File: config.mk
export PLATFORM = sky130hd
export DESIGN_NAME = alu_acc_sequencer
export DESIGN_NICKNAME = d
export VERILOG_FILES = /design/src/rtl/alu_acc_sequencer_pkg.sv /design/src/rtl/alu_bitwise_unit.sv /design/src/rtl/alu_acc_sequencer.sv
export SDC_FILE = /design/constraint.sdc
export NUM_CORES = 1
export LEC_CHECK = 0
export BUFFER_PORTS_ARGS = -buffer_cell sky130_fd_sc_hd__clkbuf_2
export CAP_MARGIN = 20
export CORE_UTILIZATION = 60
export CTS_BUF_LIST = sky130_fd_sc_hd__clkbuf_8
export CTS_CLUSTER_DIAMETER = 60
export DETAILED_ROUTE_END_ITERATION = 12
export GPL_ROUTABILITY_DRIVEN = 0
export PLACE_DENSITY = 0.86
export SYNTH_ARGS = -nofsm -noshare
export SYNTH_HDL_FRONTEND = slang
export SYNTH_SLANG_ARGS = --single-unit
File: constraint.sdc
create_clock -name clk -period 3.25 [get_ports clk]
set_clock_uncertainty 0.15 [all_clocks]
set_input_delay 0.1625 -clock clk [delete_from_list [all_inputs] [get_ports clk]]
set_output_delay 0.1625 -clock clk [all_outputs]
set_load 0.1 [all_outputs]
File: src/rtl/alu_acc_sequencer_pkg.sv
// Shared opcode, state and width definitions for the accumulator sequencer.
package alu_acc_sequencer_pkg;

  localparam int unsigned OP_W = 3;

  typedef enum logic [OP_W-1:0] {
    OP_NOP  = 3'd0,
    OP_LOAD = 3'd1,
    OP_AND  = 3'd2,
    OP_OR   = 3'd3,
    OP_XOR  = 3'd4,
    OP_NOT  = 3'd5,
    OP_CLR  = 3'd6,
    OP_RSVD = 3'd7
  } op_e;

  typedef enum logic [1:0] {
    ST_IDLE = 2'd0,
    ST_EXEC = 2'd1,
    ST_RESP = 2'd2
  } state_e;

endpackage

File: src/rtl/alu_bitwise_unit.sv
// Combinational bitwise unit: AND/OR/XOR/NOT, pass-through of b, and clear.
module alu_bitwise_unit
  import alu_acc_sequencer_pkg::*;
#(
  parameter int unsigned WIDTH = 4
) (
  input  logic [WIDTH-1:0] a,
  input  logic [WIDTH-1:0] b,
  input  op_e              op,
  output logic [WIDTH-1:0] y
);

  always_comb begin
    y = a;
    case (op)
      OP_LOAD: y = b;
      OP_AND:  y = a & b;
      OP_OR:   y = a | b;
      OP_XOR:  y = a ^ b;
      OP_NOT:  y = ~a;
      OP_CLR:  y = '0;
      default: y = a;
    endcase
  end

endmodule

File: src/rtl/alu_acc_sequencer.sv
// Command-driven accumulator stage around alu_bitwise_unit with cmd/rsp handshakes.
// Optional ALU_ACC_PARITY_EN adds a registered rsp_parity output.
module alu_acc_sequencer
  import alu_acc_sequencer_pkg::*;
#(
  parameter int unsigned WIDTH = 4,
  parameter int unsigned CNT_W = 8
) (
  input  logic             clk,
  input  logic             rst_n,
  input  logic             cmd_valid,
  output logic             cmd_ready,
  input  logic [OP_W-1:0]  cmd_op,
  input  logic [WIDTH-1:0] cmd_b,
  output logic             rsp_valid,
  input  logic             rsp_ready,
  output logic [WIDTH-1:0] rsp_y,
  output logic             rsp_zero,
  output logic             rsp_ones,
  output logic [WIDTH-1:0] acc,
  output logic [CNT_W-1:0] op_count
`ifdef ALU_ACC_PARITY_EN
  ,
  output logic             rsp_parity
`endif
);

  state_e           state_q, state_d;
  op_e              op_q, op_d;
  logic [WIDTH-1:0] b_q, b_d;
  logic [WIDTH-1:0] acc_d, y_d, unit_y;
  logic             zero_d, ones_d;
  logic [CNT_W-1:0] cnt_d;
`ifdef ALU_ACC_PARITY_EN
  logic             parity_d;
`endif

  alu_bitwise_unit #(.WIDTH(WIDTH)) u_unit (
    .a  (acc),
    .b  (b_q),
    .op (op_q),
    .y  (unit_y)
  );

  // Next-state and next-register values
  always_comb begin
    state_d = state_q;
    op_d    = op_q;
    b_d     = b_q;
    acc_d   = acc;
    y_d     = rsp_y;
    zero_d  = rsp_zero;
    ones_d  = rsp_ones;
    cnt_d   = op_count;
`ifdef ALU_ACC_PARITY_EN
    parity_d = rsp_parity;
`endif
    case (state_q)
      ST_IDLE: begin
        if (cmd_valid) begin
          op_d    = op_e'(cmd_op);
          b_d     = cmd_b;
          state_d = ST_EXEC;
        end
      end
      ST_EXEC: begin
        acc_d   = unit_y;
        y_d     = unit_y;
        zero_d  = (unit_y == '0);
        ones_d  = &unit_y;
`ifdef ALU_ACC_PARITY_EN
        parity_d = ^unit_y;
`endif
        state_d = ST_RESP;
      end
      ST_RESP: begin
        if (rsp_ready) begin
          cnt_d   = op_count + CNT_W'(1);
          state_d = ST_IDLE;
        end
      end
      default: state_d = ST_IDLE;
    endcase
  end

  // Handshake outputs are decoded from the next state so they are pure registers
  always_ff @(posedge clk or negedge rst_n) begin
    if (!rst_n) begin
      state_q   <= ST_IDLE;
      op_q      <= OP_NOP;
      b_q       <= '0;
      acc       <= '0;
      rsp_y     <= '0;
      rsp_zero  <= 1'b1;
      rsp_ones  <= 1'b0;
      op_count  <= '0;
      cmd_ready <= 1'b1;
      rsp_valid <= 1'b0;
    end else begin
      state_q   <= state_d;
      op_q      <= op_d;
      b_q       <= b_d;
      acc       <= acc_d;
      rsp_y     <= y_d;
      rsp_zero  <= zero_d;
      rsp_ones  <= ones_d;
      op_count  <= cnt_d;
      cmd_ready <= (state_d == ST_IDLE);
      rsp_valid <= (state_d == ST_RESP);
    end
  end

`ifdef ALU_ACC_PARITY_EN
  always_ff @(posedge clk or negedge rst_n) begin
    if (!rst_n) rsp_parity <= 1'b0;
    else        rsp_parity <= parity_d;
  end
`endif

endmodule

Yosys cells after proc, flatten, opt, wreduce, memory -nomap -nowiden --
Cells that the tools add are included.
Word-level totals: bits in registers 25, output and inout bits 20
Cells by class: eq/ne operators 9, add/subtract/negate cells 1, reduce and logical (&&, ||, !) cells 6, bitwise operators 4, muxes and demuxes 4
Operators by type and width (number):
- 4-bit one-hot mux with 6 select lines | 1
- 3-bit == test, second input constant | 3
- 8-bit by 1-bit adder with 8-bit output, second input constant | 1
- 3-bit by 2-bit == test with 1-bit output, second input constant | 2
- 2-bit one-hot mux with 3 select lines | 1
- 4-bit bitwise AND | 1
- 2-bit == test, second input constant | 2
- 2-bit logical NOT | 2
- 4-bit logical NOT | 1
- 2-bit 2-to-1 mux | 2
- 4-bit NOT | 1
- 4-bit bitwise OR | 1
- 2-bit AND reduction | 2
- 4-bit AND reduction | 1
- 4-bit bitwise XOR | 1
- 3-bit by 1-bit == test with 1-bit output, second input constant | 1
- 2-bit by 1-bit == test with 1-bit output, second input constant | 1

Depth between registers and ports, before layout --
Gate-level depths: netlist (run 1).
depth in word-level cells 3, gate-level depth with buffers 7, gate-level depth less buffers 7

Modules after synthesis --
Synthesis (run 1) repeated with hierarchy kept, for this count alone.
Second synthesis, totals: cell total of the unflattened synthesis 136, area, all modules 1514.0 µm²
By module, submodules not included:
- alu_acc_sequencer | sequential area each 628.1 µm², cells an instance 75, instances 1, area an instance 1089.8 µm²
- alu_bitwise_unit | sequential area each 0.0 µm², cells an instance 61, instances 1, area an instance 424.2 µm²

Least setup slack after synthesis (run 1) --
Ideal clock, no wire load.
path kind reg2reg, start register acc[2], end register rsp_zero, slack 0.727 ns, period minus slack after synthesis 2.523 ns, buffers on the path 0, cell stages (with the launch flop) 8, library setup time 0.064 ns, arrival 2.309 ns, required time 3.036 ns, path through dfrtp_1 -> inv_1 -> ha_1 -> or2b_1 -> a32oi_1 -> o211ai_1 -> a21oi_1 -> a32o_1
On the way: word-level cells in the longest chain between the ends 3, elaborated cells on any way between the ends 6, those cells by class 1 x mux; 4 x bitwise; 1 x reduce/logical
RTL lines:
- from (decl) | RTL line alu_acc_sequencer.sv:20 | output logic [WIDTH-1:0] acc,
- from (signal assigned) | RTL line alu_acc_sequencer.sv:92 | acc <= '0;
- from (signal assigned) | RTL line alu_acc_sequencer.sv:103 | acc <= acc_d;
- 4-bit bitwise XOR, or another cell as far along | RTL line alu_bitwise_unit.sv:19 | OP_XOR: y = a ^ b;
- 4-bit one-hot mux with 6 select lines * | RTL line alu_bitwise_unit.sv:15 | case (op)
- 4-bit logical NOT * | RTL line alu_acc_sequencer.sv:69 | zero_d = (unit_y == '0);
- to (signal assigned) | RTL line alu_acc_sequencer.sv:105 | rsp_zero <= zero_d;
- to (decl) | RTL line alu_acc_sequencer.sv:18 | output logic rsp_zero,
Every way passes the cells marked *; elsewhere a longest branch is shown, timed or not. A chain may end at the register's enable or synchronous reset.

Worst setup path after layout (run 1) --
Ends and elaborated chain as after synthesis.

==> metrics.yaml, run 1 <==
path_class: "reg -> reg"
wl_per_cell_um: 12.92
start_kind: "register"
tritoncts: "yes"
core-area_um2: 2255
firstDrtPassIters: 4
finalNetCount: 206
ctsResizeCount: 0
io_pins: 31
synth_edf_count: 0
cp_num_buf_inv: 1
synthXorXnorAreaFrac_pct: 4.188
wl_um: 2751
die_h_um: 51.40
cts_setup_buffers: 0
gr-usage-all-layers_pct: 22.94
drive_above_1_share_pct: 24.86
hold_path.class: "in -> reg"
finalSetupViolCount: 0
synthCells: 151
rsz0062_at_grt: "false"
ys_warn_count: 0
cts-root-buf: "clkbuf_8"
synthAdderAreaFrac_pct: 7.692
yosysSeqAreaShare_pct: 42.91
ys_types: 44
arrival_ns: 2.17
cp-end-kind: "register"
drtIter0Drc: 24
place_hpwl_um: 1925
crit_slowest_cell: "dfrtp_1"
max_freq_ghz: 0.4770
setup_tns_ns: 0
crit_family: "compound AO/OA/AOI/OAI gates"
period_share_pct: 64.51
cts.sinks: 25
clkTransAtPathRegs_ns: 0.09
synth_top_family_by_area: "simple AND/OR/NAND/NOR gates"
slew_headroom_pct: 60.81
die-area_um2: 2641
hold_viol_final: 0
tightest_slew_ns: 0.5879
synthMuxAreaShare_pct: 1.538
cts_hold_buf: 9
synthesis.nets: 171
antenna_left: 0
syn_to_final_growth_pct: 17.35
htreeDepth: 1
fp.dieW_um: 51.40
io_buffers: 30
synth_top_area_share_pct: 39.32
cp_max_fo: 7
avgSynthCellArea_um2: 9.695
floorplan.initialDensity_pct: 64.93
period_minus_slack_ns: 2.096
path_cells: "inv_1 -> ha_1 -> or2b_1 -> a32oi_1 -> o211ai_1 -> a21oi_1 -> a32o_1"
grt_pass1_wl_um: 4381
drc: 0
synthSimpleGateAreaFrac_pct: 19.06
diodes: 0
n_fill_cell: 169
grt_antenna_before_repair: 0
synthFlopType: "dfrtp_1"
via_count: 1175
cts.path.max_buffers: 2
max_stage_delay_ns: 0.48
ys_async_sr_fraction_pct: 100.0
cap_violations: 0
cts_made_buffers: 3
slew_viol_final: 0
grt_max_degree: 26
ys_ff_latch: 25
viasPerCell: 5.516
synth-compound-area-share_pct: 15.98
synthTopCellsByArea: "dfrtp_1, ha_1, o21ai_0, dfstp_2, nand2_1"
rows: 17
placedCellCount: 200
grt_pass1_vias: 1030
fin_cells: 213
synth_top_area_cell: "dfrtp_1"
grt-ovfl-total: 0
synth_area_um2: 1464
clkLatencyLatePin_ns: 0.27
status: "finished, final reports clean"
crit_required_ns: 3.32
-- state kept, by name, indices dropped and copies added (netlist names) --
name / count
acc: 4
b_q: 4
rsp_zero: 1
rsp_valid: 1
state_q: 2
cmd_ready: 1
op_q: 3
rsp_ones: 1
op_count: 8
-- final timing paths --
kind | from | end | slack, ns | cells past startpoint
worst max-delay path | acc[2] | rsp_zero | 1.15 | 7
worst min-delay path | cmd_valid | state_q[0] | 0.03 | 2
worst max register to register | acc[2] | rsp_zero | 1.15 | 7
worst min register to register | op_count[7] | op_count[7] | 0.34 | 1
max in group asynchronous | rst_n | op_count[2] | 2.31 | 2
min in group asynchronous | rst_n | b_q[3] | 0.26 | 2
-- through the flow --
step	util (%)	hold slack (ns)	area, µm²	setup slack (ns)
global route	76.19	0.02450	1718	0.9949
finish	76.19	0.02853	1718	1.154
detailed placement	70.03	0.04967	1579	1.185
CTS	76.19	0.01815	1718	1.147
floorplan	-	-0.2831	1464	0.7272
global placement	70.03	0.04718	1579	1.290
-- cells by family (layout without fill, tap and decap cells) --
| family | count (synthesis) | in the layout |
|---|---|---|
| simple gates | 51 | 51 |
| mux | 2 | 2 |
| buf+inv | 23 | 57 |
| flops | 25 | 25 |
| fa+ha+maj | 9 | 9 |
| xor+xnor | 7 | 7 |
| compound gates | 34 | 34 |
-- per-layer routing --
layer | part of all wire [%] | GRT usage [%] | routed length, µm | vias to the layer above
li1 | - | - | - | 587
met1 | 45 | 30.86 | 1251 | 548
met2 | 48 | 34.42 | 1327 | 35
met3 | 4.6 | 4.464 | 126 | 5
met4 | 1.6 | 12.61 | 45 | 0
met5 | 0 | 0 | 0 | -
-- cell type report --
class                      instances  area (µm²)  share of cell area (%)
multi-input combinational        103       709.4                   41.30
sequential                        25       628.1                   36.56
timing repair buffer              40       247.7                   14.42
inverter                          13       48.80                   2.840
clock buffer                       3       41.29                   2.403
tap                               28       35.03                   2.039
clock inverter                     1       7.507                  0.4370
-- placed cells by master (no fill, tap or decap), types with 2 or more instances in the layout --
cell type,instances
a21oi_1,2
a22o_1,2
a31oi_1,2
and3_1,3
clkbuf_2,30
clkbuf_8,3
dfrtp_1,23
dfstp_2,2
dlygate4sd3_1,9
ha_1,9
inv_1,12
mux2_2,2
nand2_1,13
nand2b_1,7
nand3_1,5
nand4_1,2
nor2_1,5
nor2b_1,4
nor3_1,3
nor4_1,2
o21ai_0,12
o21ai_1,5
xnor2_1,5
xor2_1,2
-- synthesized netlist by cell type, types with 3 or more instances --
library cell	n
nand2_1	13
xnor2_1	5
nand3_1	5
nor2b_1	4
ha_1	9
and3_1	3
dfrtp_1	23
nor3_1	3
nor2_1	5
o21ai_1	5
o21ai_0	12
buf_4	4
buf_6	3
inv_1	12
nand2b_1	7
Power of run 1 is left out: the tool's default activity adds up to more than one toggle a clock period on the data nets, which glitch-free logic cannot reach.
==> inputs of run 2 (changes only) <==
--- a/config.mk
+++ b/config.mk
@@ -5,14 +5,15 @@
 export SDC_FILE = /design/constraint.sdc
 export NUM_CORES = 1
 export LEC_CHECK = 0
+export ABC_AREA = 1
 export BUFFER_PORTS_ARGS = -buffer_cell sky130_fd_sc_hd__clkbuf_2
 export CAP_MARGIN = 20
-export CORE_UTILIZATION = 60
+export CORE_UTILIZATION = 50
 export CTS_BUF_LIST = sky130_fd_sc_hd__clkbuf_8
 export CTS_CLUSTER_DIAMETER = 60
 export DETAILED_ROUTE_END_ITERATION = 12
 export GPL_ROUTABILITY_DRIVEN = 0
-export PLACE_DENSITY = 0.86
+export PLACE_DENSITY = 0.77
 export SYNTH_ARGS = -nofsm -noshare
 export SYNTH_HDL_FRONTEND = slang
 export SYNTH_SLANG_ARGS = --single-unit
==> constraint.sdc (replaced) <==
create_clock -name clk -period 1.83 [get_ports clk]
set_clock_uncertainty 0.15 [all_clocks]
set_input_delay 0.0915 -clock clk [delete_from_list [all_inputs] [get_ports clk]]
set_output_delay 0.0915 -clock clk [all_outputs]
set_load 0.1 [all_outputs]
==> run 2 against run 1 <==
  * First-iteration DRC count is 33% higher
  * Register-to-register slack worse by 1.0 ns
  * Non-clock buffer count stayed put
  * Die area is 13% higher
  * Hold slack better by 0.020 ns
  * Synthesized area is 5.8% lower
  * Utilization is 11 points lower
  * Critical endpoint unchanged
==> metrics.yaml, run 2 <==
status: "finished, final reports clean"
cap_violations: 0
reg_top3: "op_count x8, acc x4, b_q x4"
cts_setup_buffers: 0
rrSetupSlack_ns: 0.11
hold_end: "state_q[0]"
hold_depth: 3
core-area_um2: 2545
cts.path.max_buffers: 2
synthTopCellsByArea: "dfrtp_1, nand2_1, ha_1, inv_1, nand3_1"
ys_types: 23
met3_usage_pct: 3.056
slew_viol_final: 0
via_count: 1184
arrival_ns: 1.80
regMostFlops: "op_count"
largest_register_ff_count: 8
max_stage_delay_ns: 0.43
grt-ovfl-total: 0
cp-end-kind: "register"
htreeDepth: 1
layout_common_cells: "nand2_1, clkbuf_2, inv_1"
drc: 0
rsz0062_at_grt: "false"
die_h_um: 54.52
grt_pass1_wl_um: 4595
r2r_start: "acc[2]"
wl_um: 2829
avgSynthCellArea_um2: 8.256
clkLatencyLatePin_ns: 0.27
cts-root-buf: "clkbuf_8"
crit_required_ns: 1.91
max_freq_ghz: 0.5798
floorplan.initialDensity_pct: 54.18
yosysSeqAreaShare_pct: 45.55
wl_per_cell_um: 12.09
hold_slack_ns: 0.04877
ff2ff_path_depth: 9
cp_max_fo: 6
clkTransAtPathRegs_ns: 0.09
critPathMostFrequentCell: "nand3_1"
synthCells: 167
io_pins: 31
r2r_end: "rsp_zero"
ys_warn_count: 0
layout_commonest_cell: "nand2_1"
drive_above_1_share_pct: 25.00
path_class: "reg -> reg"
busiest_layer: "met2"
n_fill_cell: 222
place_ws_ns: 0.2369
yosys-top-cells-count: "nand2_1, dfrtp_1, inv_1"
grt_antenna_before_repair: 0
firstDrtPassIters: 4
finalSetupViolCount: 0
io_buffers: 30
period_share_pct: 94.25
ys_async_sr_fraction_pct: 100.0
diodes: 0
utilization_pct: 65.68
place_hpwl_um: 2010
syn_to_final_growth_pct: 21.23
synth_area_um2: 1379
viasPerCell: 5.060
start_kind: "register"
antenna_left: 0
use_met2_pct: 35.57
synth_top_area_share_pct: 41.74
ys_ff_latch: 25
min-delay-start: "cmd_valid"
hold_path.class: "in -> reg"
drtIter0Drc: 32
gr-usage-all-layers_pct: 21.67
slew_headroom_pct: 59.64
finalNetCount: 225
path_cells: "inv_1 -> ha_1 -> nand3_1 -> nand2_1 -> nor2_1 -> nand3_1 -> nor2_1 -> nand3_1 -> nand2_1"
synth_edf_count: 0
grt.met1_usage_pct: 29.24
tritoncts: "yes"
grt_pass1_vias: 1052
die-area_um2: 2972
setup_tns_ns: 0
cts.sinks: 25
cts_made_buffers: 3
fp.dieW_um: 54.52
crit_slowest_cell: "dfrtp_2"
tightest_slew_ns: 0.6055
hold_viol_final: 0
rows: 18
synthesis.nets: 187
synth_top_area_cell: "dfrtp_1"
yosysMostFrequentCell: "nand2_1"
grt_max_degree: 26
period_minus_slack_ns: 1.725
layout_setup_ws_ns: 0.1052
synthFlopType: "dfrtp_1"
[run 2: cell count changes after synthesis, sizes merged, moves of 3 or more]
cell	delta
nor2b	-4
and3	-3
nand4	+7
nand2	+21
nand2b	-7
inv	+13
nand3	+9
o21ai	-4
nor2	+13
nor3	-3
buf	-3
[run 2: worst max path at each step]
stage | startpoint | to | slack, ns
detailed placement | acc[2] | rsp_zero | 0.24
finish | acc[2] | rsp_zero | 0.11
CTS | acc[2] | rsp_zero | 0.16
floorplan | acc[2] | rsp_zero | -0.01
global route | acc[2] | rsp_zero | 0.04
global placement | acc[2] | rsp_zero | 0.24
[run 2: cells by family (layout without fill, tap and decap cells)]
| kind of cell | count (synthesis) | count (layout) | synth area share (%) |
|---|---|---|---|
| flip-flops | 25 | 25 | 45.55 |
| AO/OA/AOI/OAI | 15 | 15 | 5.899 |
| multiplexers | 1 | 1 | 0.8166 |
| XOR/XNOR | 7 | 7 | 4.447 |
| buffers and inverters | 33 | 70 | 10.71 |
| AND/OR/NAND/NOR | 77 | 77 | 24.41 |
| adder cells (fa/ha/maj) | 9 | 9 | 8.167 |
[run 2: final cells by class]
cell class	instances	area [µm²]	area share, %
flip-flops and latches	25	636.9	38.10
inverters	26	97.59	5.838
clock inverters	1	7.507	0.4491
repair buffers	40	247.7	14.82
clock buffers	3	41.29	2.470
well taps	30	37.54	2.246
multi-input cells	109	603.1	36.08
[run 2: timing repair]
item,in CTS,in global routing
setup endpoints to repair,0,0
resized for setup,0,0
hold endpoints to repair,33,0
hold buffers,9,0
[run 2: per-stage QoR]
stage	instances	instance area [µm²]
finish	234	1672
global placement	221	1533
detailed placement	221	1533
floorplan	167	1388
global route	234	1672
CTS	234	1672
[run 2: layer usage]
metal,vias up,wire length [µm]
li1,598,-
met1,536,1274
met2,48,1373
met3,2,169
met4,0,12
met5,-,0
[run 2: worst max-delay path: cells and delay by family (launching register included)]
family / cells / cell delay (ns)
buf+inv: 1 / 0.07
flops: 1 / 0.43
simple gates: 7 / 0.73
fa+ha+maj: 1 / 0.29
Power of run 2 is left out for the same reason.
==> inputs of run 3 (changes only) <==
--- a/config.mk
+++ b/config.mk
@@ -11,9 +11,12 @@
 export CORE_UTILIZATION = 50
 export CTS_BUF_LIST = sky130_fd_sc_hd__clkbuf_8
 export CTS_CLUSTER_DIAMETER = 60
+export CTS_CLUSTER_SIZE = 8
 export DETAILED_ROUTE_END_ITERATION = 12
 export GPL_ROUTABILITY_DRIVEN = 0
+export HOLD_SLACK_MARGIN = 0.12
 export PLACE_DENSITY = 0.77
+export SLEW_MARGIN = 20
 export SYNTH_ARGS = -nofsm -noshare
 export SYNTH_HDL_FRONTEND = slang
 export SYNTH_SLANG_ARGS = --single-unit
==> run 3 against run 2 <==
  * Routed wire length up 0.53%
  * Via count up 1.5%
  * Die area unchanged
  * Global-route usage up 0.12 points
  * Utilization up 0.39 points
  * Count of clock-buffer cells in the layout unchanged
  * First-iteration DRC count unchanged
  * Critical path depth unchanged
  * Setup slack better by 0.012 ns
  * Cell area up 0.60%
  * Critical endpoint unchanged
==> metrics.yaml, run 3 (synthesized netlist as in run 2, its figures left out) <==
grt_pass1_wl_um: 4623
firstDrtPassIters: 4
rows: 18
fp.dieW_um: 54.52
diodes: 0
rsz0062_at_grt: "false"
gr-usage-all-layers_pct: 21.79
htreeDepth: 1
tightest_slew_ns: 0.6050
setup_tns_ns: 0
hold_viol_final: 0
grt_antenna_before_repair: 0
max_freq_ghz: 0.5837
regMostFlops: "op_count"
cts_setup_buffers: 0
cts.sinks: 25
die_h_um: 54.52
wl_um: 2844
finalSetupViolCount: 0
worstSetupEndpoint: "rsp_zero"
cp_max_fo: 6
place_hpwl_um: 2010
period_share_pct: 93.62
path_class: "reg -> reg"
r2r_end: "rsp_zero"
arrival_ns: 1.79
via_count: 1202
grt-ovfl-total: 0
period_minus_slack_ns: 1.713
drc: 0
antenna_left: 0
io_pins: 31
rrSetupSlack_ns: 0.12
slew_headroom_pct: 59.67
hold_path.class: "in -> async"
crit_required_ns: 1.90
busiest_layer: "met2"
syn_to_final_growth_pct: 21.96
drtIter0Drc: 32
die-area_um2: 2972
io_buffers: 30
r2r_start: "acc[2]"
cts_made_buffers: 3
largest_register_ff_count: 8
layout_common_cells: "nand2_1, clkbuf_2, inv_1"
cap_violations: 0
reg_top3: "op_count x8, acc x4, b_q x4"
cts-root-buf: "clkbuf_8"
grt_pass1_vias: 1066
use_met2_pct: 35.98
drive_above_1_share_pct: 24.88
cts.path.max_buffers: 2
clkTransAtPathRegs_ns: 0.09
floorplan.initialDensity_pct: 54.18
cp-end-kind: "register"
layout_commonest_cell: "nand2_1"
clkLatencyLatePin_ns: 0.27
viasPerCell: 5.115
slew_viol_final: 0
grt_max_degree: 26
met3_usage_pct: 3.056
tritoncts: "yes"
crit_start: "acc[2]"
wl_per_cell_um: 12.10
ff2ff_path_depth: 9
grt.met1_usage_pct: 29.24
start_kind: "register"
core-area_um2: 2545
finalNetCount: 226
status: "finished, final reports clean"
[run 3: cell count changes in the layout (fill, tap and decap cells not counted), sizes merged]
cell,delta
dlygate4sd3,+1
[run 3: through the flow]
| step | setup slack, ns | area (µm²) | hold WS, ns | utilization, % | std cells |
|---|---|---|---|---|---|
| floorplan | -0.01229 | 1388 | -0.3541 | - | 167 |
| global placement | 0.2353 | 1533 | -0.02419 | 60.23 | 221 |
| detailed placement | 0.2369 | 1533 | -0.01801 | 60.23 | 221 |
| CTS | 0.1574 | 1682 | 0.2271 | 66.08 | 235 |
| global route | 0.03897 | 1682 | 0.2780 | 66.08 | 235 |
| finish | 0.1168 | 1682 | 0.2011 | 66.08 | 235 |
[run 3: layout make-up]
cell class	instances	area, µm²
clock inverter	1	7.507
fill	221	863.3
timing repair buffer	41	257.7
tap	30	37.54
inverter	26	97.59
multi-input combinational	109	603.1
sequential	25	636.9
clock buffer	3	41.29
[run 3: worst min-delay path by stage]
stage / startpoint / endpoint / cells past startpoint
detailed placement: rst_n / rsp_ones / 1
global route: rst_n / op_q[2] / 2
CTS: rst_n / op_count[7] / 2
floorplan: rst_n / acc[0] / 0
global placement: rst_n / rsp_ones / 1
finish: rst_n / op_count[5] / 2
[run 3: critical path, cell delays in order (launching register included)]
cell and delay, ns:
dfrtp_2 0.43, inv_1 0.07, ha_1 0.29, nand3_1 0.08, nand2_1 0.05, nor2_1 0.09
nand3_1 0.12, nor2_1 0.22, nand3_1 0.10, nand2_1 0.06
[run 3: routing by layer]
layer	share of wire [%]	wire length, µm
met1	45	1273
met2	48	1378
met3	6.4	182
met4	0.35	10
met5	0	0
[run 3: what timing repair did]
action	in CTS	in global routing
gates resized for setup	0	0
endpoints found under the hold margin	37	0
hold buffers	10	0
Power of run 3 is left out for the same reason.
